### src/rtl/dmem_arbiter.sv
// Data-memory arbiter: execute unit has priority, debug port is forced in after STARVE_LIMIT denials.
// Latency: grants and memory strobes are combinational; debug read data returns exactly 1 cycle after grant.
// Backpressure: exe_stall holds the execute unit while debug owns the port; dbg_req is held until dbg_gnt.
module dmem_arbiter #(
    parameter int          STARVE_LIMIT = 8,
    parameter logic [11:0] MMIO_TOP     = 12'h008
) (
    input  logic        clk,
    input  logic        reset_,
    input  logic        exe_rd,
    input  logic        exe_wr,
    input  logic [11:0] exe_addr,
    input  logic [7:0]  exe_wdata,
    output logic        exe_stall,
    input  logic        dbg_req,
    input  logic        dbg_wr,
    input  logic [11:0] dbg_addr,
    input  logic [7:0]  dbg_wdata,
    output logic        dbg_gnt,
    output logic        dbg_rvld,
    output logic [7:0]  dbg_rdata,
    output logic        mem_en,
    output logic        mem_rd,
    output logic        mem_wr,
    output logic [11:0] mem_addr,
    output logic [7:0]  mem_wdata,
    input  logic [7:0]  mem_rdata
);

    typedef enum logic {
        ST_IDLE = 1'b0,
        ST_RSP  = 1'b1
    } state_t;

    localparam logic [3:0] LIMIT = 4'(STARVE_LIMIT);

    state_t     state_q, state_d;
    logic [3:0] starve_cnt_q, starve_cnt_d;
    logic       rsp_mmio_q, rsp_mmio_d;

    logic exe_req;
    logic force_dbg;
    logic gnt;
    logic exe_sel;

    // Combinational outputs are qualified by reset_ so they drop the moment reset asserts.
    always_comb begin
        exe_req   = exe_rd | exe_wr;
        force_dbg = (starve_cnt_q == LIMIT);
        gnt       = reset_ & dbg_req & (~exe_req | force_dbg);
        exe_sel   = reset_ & exe_req & ~gnt;

        dbg_gnt   = gnt;
        exe_stall = exe_req & gnt;

        mem_rd    = 1'b0;
        mem_wr    = 1'b0;
        mem_addr  = 12'h000;
        mem_wdata = 8'h00;
        if (gnt) begin
            mem_rd    = ~dbg_wr;
            mem_wr    = dbg_wr;
            mem_addr  = dbg_addr;
            mem_wdata = dbg_wdata;
        end else if (exe_sel) begin
            mem_rd    = exe_rd & ~exe_wr;
            mem_wr    = exe_wr;
            mem_addr  = exe_addr;
            mem_wdata = exe_wdata;
        end
        mem_en = (mem_rd | mem_wr) & (mem_addr >= MMIO_TOP);
    end

    always_comb begin
        starve_cnt_d = starve_cnt_q;
        if (!dbg_req || gnt) begin
            starve_cnt_d = 4'd0;
        end else if (starve_cnt_q < LIMIT) begin
            starve_cnt_d = starve_cnt_q + 4'd1;
        end
    end

    // A read response is owed next cycle whenever a debug read is granted, from either state.
    always_comb begin
        state_d    = ST_IDLE;
        rsp_mmio_d = 1'b0;
        if (gnt && !dbg_wr) begin
            state_d    = ST_RSP;
            rsp_mmio_d = (dbg_addr < MMIO_TOP);
        end
    end

    always_ff @(posedge clk or negedge reset_) begin
        if (!reset_) begin
            state_q      <= ST_IDLE;
            starve_cnt_q <= 4'd0;
            rsp_mmio_q   <= 1'b0;
        end else begin
            state_q      <= state_d;
            starve_cnt_q <= starve_cnt_d;
            rsp_mmio_q   <= rsp_mmio_d;
        end
    end

    // MMIO reads never touched memory, so their response data is forced to zero.
    always_comb begin
        dbg_rvld  = (state_q == ST_RSP);
        dbg_rdata = 8'h00;
        if (dbg_rvld && !rsp_mmio_q) begin
            dbg_rdata = mem_rdata;
        end
    end

endmodule

### config.mk
export PLATFORM = sky130hd
export DESIGN_NAME = dmem_arbiter
export DESIGN_NICKNAME = d
export VERILOG_FILES = /design/src/rtl/dmem_arbiter.sv
export SDC_FILE = /design/constraint.sdc
export NUM_CORES = 1
export LEC_CHECK = 0
export BUFFER_PORTS_ARGS = -buffer_cell sky130_fd_sc_hd__buf_2
export CAP_MARGIN = 10
export CORE_ASPECT_RATIO = 0.8
export CORE_MARGIN = 3
export CORE_UTILIZATION = 28
export DETAILED_ROUTE_END_ITERATION = 16
export PLACE_DENSITY_LB_ADDON = 0.15
export SYNTH_ARGS = -nofsm -noshare
export SYNTH_HDL_FRONTEND = slang
export SYNTH_SLANG_ARGS = --single-unit
### constraint.sdc
create_clock -name clk -period 1.4 [get_ports clk]
set_input_delay 0 -clock clk [delete_from_list [all_inputs] [get_ports clk]]
set_output_delay 0 -clock clk [all_outputs]
set_load 0.01 [all_outputs]
==> results of run 1 <==
==> cell usage in the layout (no fill, tap or decap), drive strengths merged, types with 3 or more instances in the layout <==
| cell | instances |
|---|---|
| a22o | 21 |
| and2 | 9 |
| buf | 100 |
| clkbuf | 3 |
| dfrtp | 6 |
| inv | 4 |
| nor3b | 5 |
==> cell type report <==
type / instances / area, sq um
Clock buffer: 3 / 22.5
Fill cell: 215 / 898
Inverter: 4 / 15.0
Multi-Input combinational cell: 62 / 494
Sequential cell: 6 / 150
Tap cell: 25 / 31.3
Timing Repair Buffer: 102 / 603
==> metrics by stage <==
step	utilization	hold WS [ps]	setup TNS, ps	total power [mW]	cells
4_1_cts	0.576	56.3	-7860	0.678	199
2_1_floorplan	-	-296	-1020	0.315	77
5_1_grt	0.594	53.4	-11920	0.751	202
3_3_place_gp	0.535	-152	-342	0.477	192
6_report	0.594	59.0	-9740	0.698	202
3_5_place_dp	0.535	-149	-1410	0.484	192
==> flip-flops by register name, indices dropped and copies added (netlist names) <==
name / flops
starve_cnt_q: 4
dbg_rvld: 1
rsp_mmio_q: 1
==> worst max-delay path, stage by stage (launching register included) <==
cell and delay, ps:
dfrtp_1 390, inv_1 70, ha_2 170, nand4b_1 190, o211a_4 250, buf_12 140, a22o_1 190, buf_2 140
==> power by group <==
group	internal, mW	switching (mW)	total, mW
Sequential	0.182	0.00572	0.188
Combinational	0.191	0.147	0.338
Clock	0.0978	0.0740	0.172
==> final timing paths <==
kind	cells past startpoint	start	slack (ps)	endpoint
max	7	starve_cnt_q[1]	-410	mem_en
min	2	dbg_req	60	starve_cnt_q[3]
max reg2reg	7	starve_cnt_q[1]	-120	starve_cnt_q[2]
min reg2reg	3	starve_cnt_q[2]	680	starve_cnt_q[2]
max in group asynchronous	2	reset_	960	starve_cnt_q[2]
min in group asynchronous	2	reset_	200	starve_cnt_q[0]
==> cell families (layout without fill, tap and decap cells) <==
group                    count (synthesis)  in the layout  synth area share
flip-flops                               6              6             0.222
multiplexers                             1              1            0.0148
XOR/XNOR                                 2              2            0.0259
AND/OR/NAND/NOR                         29             29             0.272
buffers and inverters                    9            109            0.0667
adder cells (fa/ha/maj)                  2              2            0.0370
AO/OA/AOI/OAI                           28             28             0.361
==> routing by layer <==
layer / track usage / part of all wire
met5: 0 / 0
met3: 0.0497 / 0.072
met4: 0.0758 / 0.027
met1: 0.191 / 0.38
met2: 0.358 / 0.52
==> repair_timing <==
action / in CTS / in global routing
pin swaps: 7 / 4
cloned: 1 / 0
hold endpoints to repair: 7 / 0
setup endpoints to repair: 26 / 31
gates resized for setup: 5 / 5
hold buffers: 2 / 0
setup buffers: 1 / 3
==> out/qor.csv, run 1 <==
stage;metric;value;unit
timing;tightest_slew;325;ps
logic_synthesis;yosysTopAreaCell;a22o_1;
logic_synthesis;synth_area_leaders;a22o_1 27%, dfrtp_1 22%, and2_1 8.3%;
detailed_routing;viasPerCell;5.13;
outcome;failed_checks;setup timing;
cts;clockBufferDepth;2;
floorplanning;core-area;0.00221;sq mm
layout;syn_to_final_growth;94.8;%
worst_setup_path;critPathMaxFanout;7;
logic_synthesis;syn_nets;133;
hold_path;worst_hold_path_type;in -> reg;
global_routing;grt_usage;0.190;
logic_synthesis;ys_ff_latch;6;
timing;finalCriticalPeriod;1810;ps
detailed_routing;drcViolationCount;0;
layout;stdcell_area;0.00132;sq mm
detailed_routing;dr.first_iter.drc_count;16;
worst_setup_path;crit_type;reg -> out;
logic_synthesis;synthCells;77;
global_routing;grt_pass1_vias;1043;
cts;cts_root_buf;clkbuf_4;
detailed_routing;drt_pre_antenna_iters;4;
floorplanning;row_count;15;
power;p_leak;0.771;nW
floorplanning;fp.dieW;60.9;um
layout;num_antenna_cells;0;
cts;cts.sinks;6;
detailed_routing;vias;1036;
logic_synthesis;synth_top_area_share;0.272;
timing;skew;15.2;ps
cts;cts_max_level;1;
place;gp_congestion;0.768;
power;peakVddDrop;0.265;mV
logic_synthesis;avgSynthCellArea;8.77;sq um
power;p_per_area;530;mW/mm^2
logic_synthesis;async_flop_share;1.00;
detailed_routing;wl_per_cell;14.0;um
place;dpl_cell_area;0.00118;sq mm
logic_synthesis;synth-main-ff-cell;dfrtp_1;
logic_synthesis;synth_edf_count;0;
detailed_routing;drt-total-wl;2.82;mm
floorplanning;initial_core_util;0.305;
cts;clk_latency;260;ps
place;dp_slack;-90.0;ps
timing;slew_viol_final;0;
layout;layout.nets;235;
worst_setup_path;required;1400;ps
place;post-dp-hpwl;2.21;mm
timing;setup_slack;-407;ps
logic_synthesis;yosysSeqAreaShare;0.222;
logic_synthesis;synth_most_common_cell;a22o_1;
global_routing;grt_pass1_wl;4.38;mm
global_routing;gr-total-overflow;0;
cts;cts_tree;yes;
timing;rsz0062_at_grt;true;
cts;cts_made_buffers;3;
global_routing;antenna_found_initial;0;
worst_setup_path;cp-start-kind;register;
timing;maxSlewHeadroom;0.783;
logic_synthesis;syn_area;676;sq um
global_routing;grt_max_degree;17;
timing;fmax;0.553;GHz
layout;drive_gt1_frac;0.610;
timing;hold_viol_final;0;
cts;clk_pin_slew_worst_paths;60;ps
timing;setup_viol;31;
outcome;outcome;complete, but fails checks;
floorplanning;die_h;49.9;um
logic_synthesis;yosys_warnings;0;
logic_synthesis;synth_cell_types;28;
timing;final.period_utilization;1.29;
floorplanning;pin_count;88;
place;port_buffers;87;
worst_setup_path;endpoint_kind;output pin;
worst_setup_path;cp.arrival;1810;ps
detailed_routing;antenna_left;0;
logic_synthesis;synthTopCellsByCount;21 x a22o_1, 9 x and2_1, 6 x dfrtp_1;
floorplanning;dieArea;0.00304;sq mm
flow_run;maxCapViolCount;0;
(Power assumes the default switching activity.)
==> inputs of run 2 (changes only) <==
--- a/config.mk
+++ b/config.mk
@@ -9,7 +9,8 @@
 export CAP_MARGIN = 10
 export CORE_ASPECT_RATIO = 0.8
 export CORE_MARGIN = 3
-export CORE_UTILIZATION = 28
+export CORE_UTILIZATION = 29
+export CTS_BUF_LIST = sky130_fd_sc_hd__clkbuf_8
 export DETAILED_ROUTE_END_ITERATION = 16
 export PLACE_DENSITY_LB_ADDON = 0.15
 export SYNTH_ARGS = -nofsm -noshare
==> run 2 against run 1 <==
The run still ends with setup timing left. Non-clock buffer count up 4. Clock skew down 3.7 ps. Flip-flop and latch count unchanged. Worst setup slack worse by 39 ps. Total power up 15%. Cell area up 4.8%. Clock-buffer cell count unchanged. Utilization up 8.4 points. Sequential share of layout area down 0.52 points. Final cell count up 1.5%. First-iteration DRC count down 50%. Largest cell class unchanged. Highest routed layer unchanged.
==> out/qor.csv, run 2 (same netlist as run 1, synthesis figures left out) <==
stage;metric;value;unit;change
global_routing;grt_pass1_vias;1028;;-1.4%
global_routing;grt_usage;0.193;;+0.00285
detailed_routing;vias;1039;;+0.29%
worst_setup_path;worst-path-buf-inv;4;;+1
worst_setup_path;path_delay_family;buffers and inverters;;
cts;cts_tree;yes;;
timing;maxSlewHeadroom;0.781;;-0.00157
layout;drive_gt1_frac;0.641;;+0.0307
layout;utilization;0.679;;+0.0842
detailed_routing;viasPerCell;5.07;;-1.2%
worst_setup_path;timing.rr.start;starve_cnt_q[0];;
cts;cts.sinks;6;;unchanged
timing;setup_slack;-447;ps;-39.5 ps
timing;fmax;0.541;GHz;-2.1%
power;p_per_area;584;mW/mm^2;+10%
timing;setup_viol;31;;unchanged
cts;cts_root_buf;clkbuf_8;;
worst_setup_path;cp-start-kind;register;;
timing;final.period_utilization;1.32;;+0.0282
floorplanning;row_count;14;;-1
floorplanning;initial_core_util;0.333;;+0.0274
timing;slew_viol_final;0;;unchanged
worst_setup_path;crit_slowest_cell;dfrtp_1;;
worst_setup_path;critPathMaxFanout;11;;+4
power;peakVddDrop;0.722;mV;+170%
outcome;failed_checks;setup timing;;
timing;holdWs;87.6;ps;+28.5 ps
worst_setup_path;crit_start;starve_cnt_q[0];;
worst_setup_path;required;1400;ps;about the same
power;p_leak;0.801;nW;+4.0%
cts;clk_latency;230;ps;-30 ps
hold_path;min_from;dbg_req;;
detailed_routing;antenna_left;0;;unchanged
place;dp_slack;-105;ps;-14.7 ps
timing;finalCriticalPeriod;1850;ps;+39.5 ps
worst_setup_path;path_depth;8;;+1
layout;top_register;starve_cnt_q;;
layout;stdcell_area;0.00138;sq mm;+4.8%
global_routing;grt_pass1_wl;4.40;mm;+0.48%
worst_setup_path;crit_path_max_incr_delay;380;ps;about the same
layout;fin_cells;205;;+1.5%
layout;layout.nets;239;;+1.7%
timing;rsz0062_at_grt;true;;
timing;skew;11.5;ps;-3.72 ps
layout;largest_reg_flops;4;;unchanged
global_routing;antenna_found_initial;0;;unchanged
detailed_routing;drt_pre_antenna_iters;4;;unchanged
outcome;outcome;complete, but fails checks;;
place;port_buffers;87;;unchanged
worst_setup_path;reg2reg_depth;8;;+1
layout;layout_commonest_cell;buf_2;;
timing;tightest_slew;327;ps;+1.94 ps
worst_setup_path;path_cells;inv_2 -> ha_4 -> nand4b_1 -> buf_4 -> a21boi_4 -> buf_6 -> a22o_1 -> buf_2;;
floorplanning;core-area;0.00203;sq mm;-8.2%
floorplanning;fp.dieW;60.0;um;-1.6%
detailed_routing;dr.first_iter.drc_count;8;;-8
floorplanning;dieArea;0.00295;sq mm;-3.1%
layout;syn_to_final_growth;104;%;
timing;hold_viol_final;0;;unchanged
flow_run;maxCapViolCount;0;;unchanged
timing;setup_tns;-11240;ps;-1500 ps
place;dp_cells;191;;-0.52%
hold_path;holdPathStages;2;;unchanged
worst_setup_path;r2r_slack;-230;ps;-110 ps
cts;cts_made_buffers;3;;unchanged
detailed_routing;wl_per_cell;14.3;um;+2.5%
detailed_routing;drt-total-wl;2.94;mm;+4.0%
layout;num_antenna_cells;0;;unchanged
floorplanning;die_h;49.2;um;-1.5%
hold_path;worst_hold_path_type;in -> reg;;
place;post-dp-hpwl;2.12;mm;-4.0%
layout;final_cell_mix;86 x buf_2, 21 x a22o_1, 9 x and2_1, 9 x buf_6, 9 x buf_4;;
cts;clockBufferDepth;2;;unchanged
cts;cts_max_level;1;;unchanged
detailed_routing;drcViolationCount;0;;unchanged
cts;clk_pin_slew_worst_paths;40;ps;-20 ps
global_routing;grt_max_degree;17;;unchanged
floorplanning;pin_count;88;;unchanged
worst_setup_path;crit_type;reg -> out;;
place;dpl_cell_area;0.00117;sq mm;-1.2%
hold_path;min_to;starve_cnt_q[1];;
worst_setup_path;endpoint_kind;output pin;;
global_routing;gr-total-overflow;0;;unchanged
place;gp_congestion;0.731;;-4.9%
worst_setup_path;cp.arrival;1850;ps;+40 ps
worst_setup_path;rr_endpoint;starve_cnt_q[1];;
power;power;0.805;mW;+15%
[run 2: cell types whose count changed in the layout (fill, tap and decap cells not counted), sizes merged]
cell | before | now
buf | 100 | 104
[run 2: power breakdown]
part / leakage (nW) / switching (mW) / total [mW] / internal [mW]
Sequential: 0.0814 / 0.00592 / 0.189 / 0.183
Clock: 0.0216 / 0.0868 / 0.273 / 0.186
Combinational: 0.699 / 0.153 / 0.344 / 0.191
[run 2: metal layers]
layer / part of all wire / up-vias / GRT usage
met5: 0 / - / 0
li1: - / 506 / -
met2: 0.55 / 60 / 0.369
met1: 0.33 / 469 / 0.197
met3: 0.11 / 4 / 0.0582
met4: 0.011 / 0 / 0.0480
[run 2: how the worst max path moves through the flow]
stage | slack (ps) | end
2_1_floorplan | -50 | mem_addr[0]
3_3_place_gp | -20 | mem_rd
4_1_cts | -300 | mem_addr[5]
6_report | -450 | mem_wdata[5]
3_5_place_dp | -100 | mem_addr[5]
5_1_grt | -530 | mem_wdata[5]
[run 2: timing repair]
action                                 CTS  global route
cloned                                   1             1
gates resized for setup                  9            13
setup endpoints to repair               28            31
pin swaps                                2             7
buffers inserted                         4             3
hold buffers                             2             0
endpoints found under the hold margin    7             0
[run 2: final cells by class]
class	count	area (sq um)
multi-input combinational	62	523
tap	24	30.0
fill	180	653
clock buffer	3	41.3
timing repair buffer	106	619
sequential	6	150
inverter	4	15.0
[run 2: worst reg2reg max path, delay by kind of cell (launching register included)]
| kind | cells | cell delay (ps) |
|---|---|---|
| buf+inv | 4 | 590 |
| flops | 1 | 380 |
| compound gates | 1 | 210 |
| simple gates | 2 | 200 |
| fa+ha+maj | 1 | 130 |
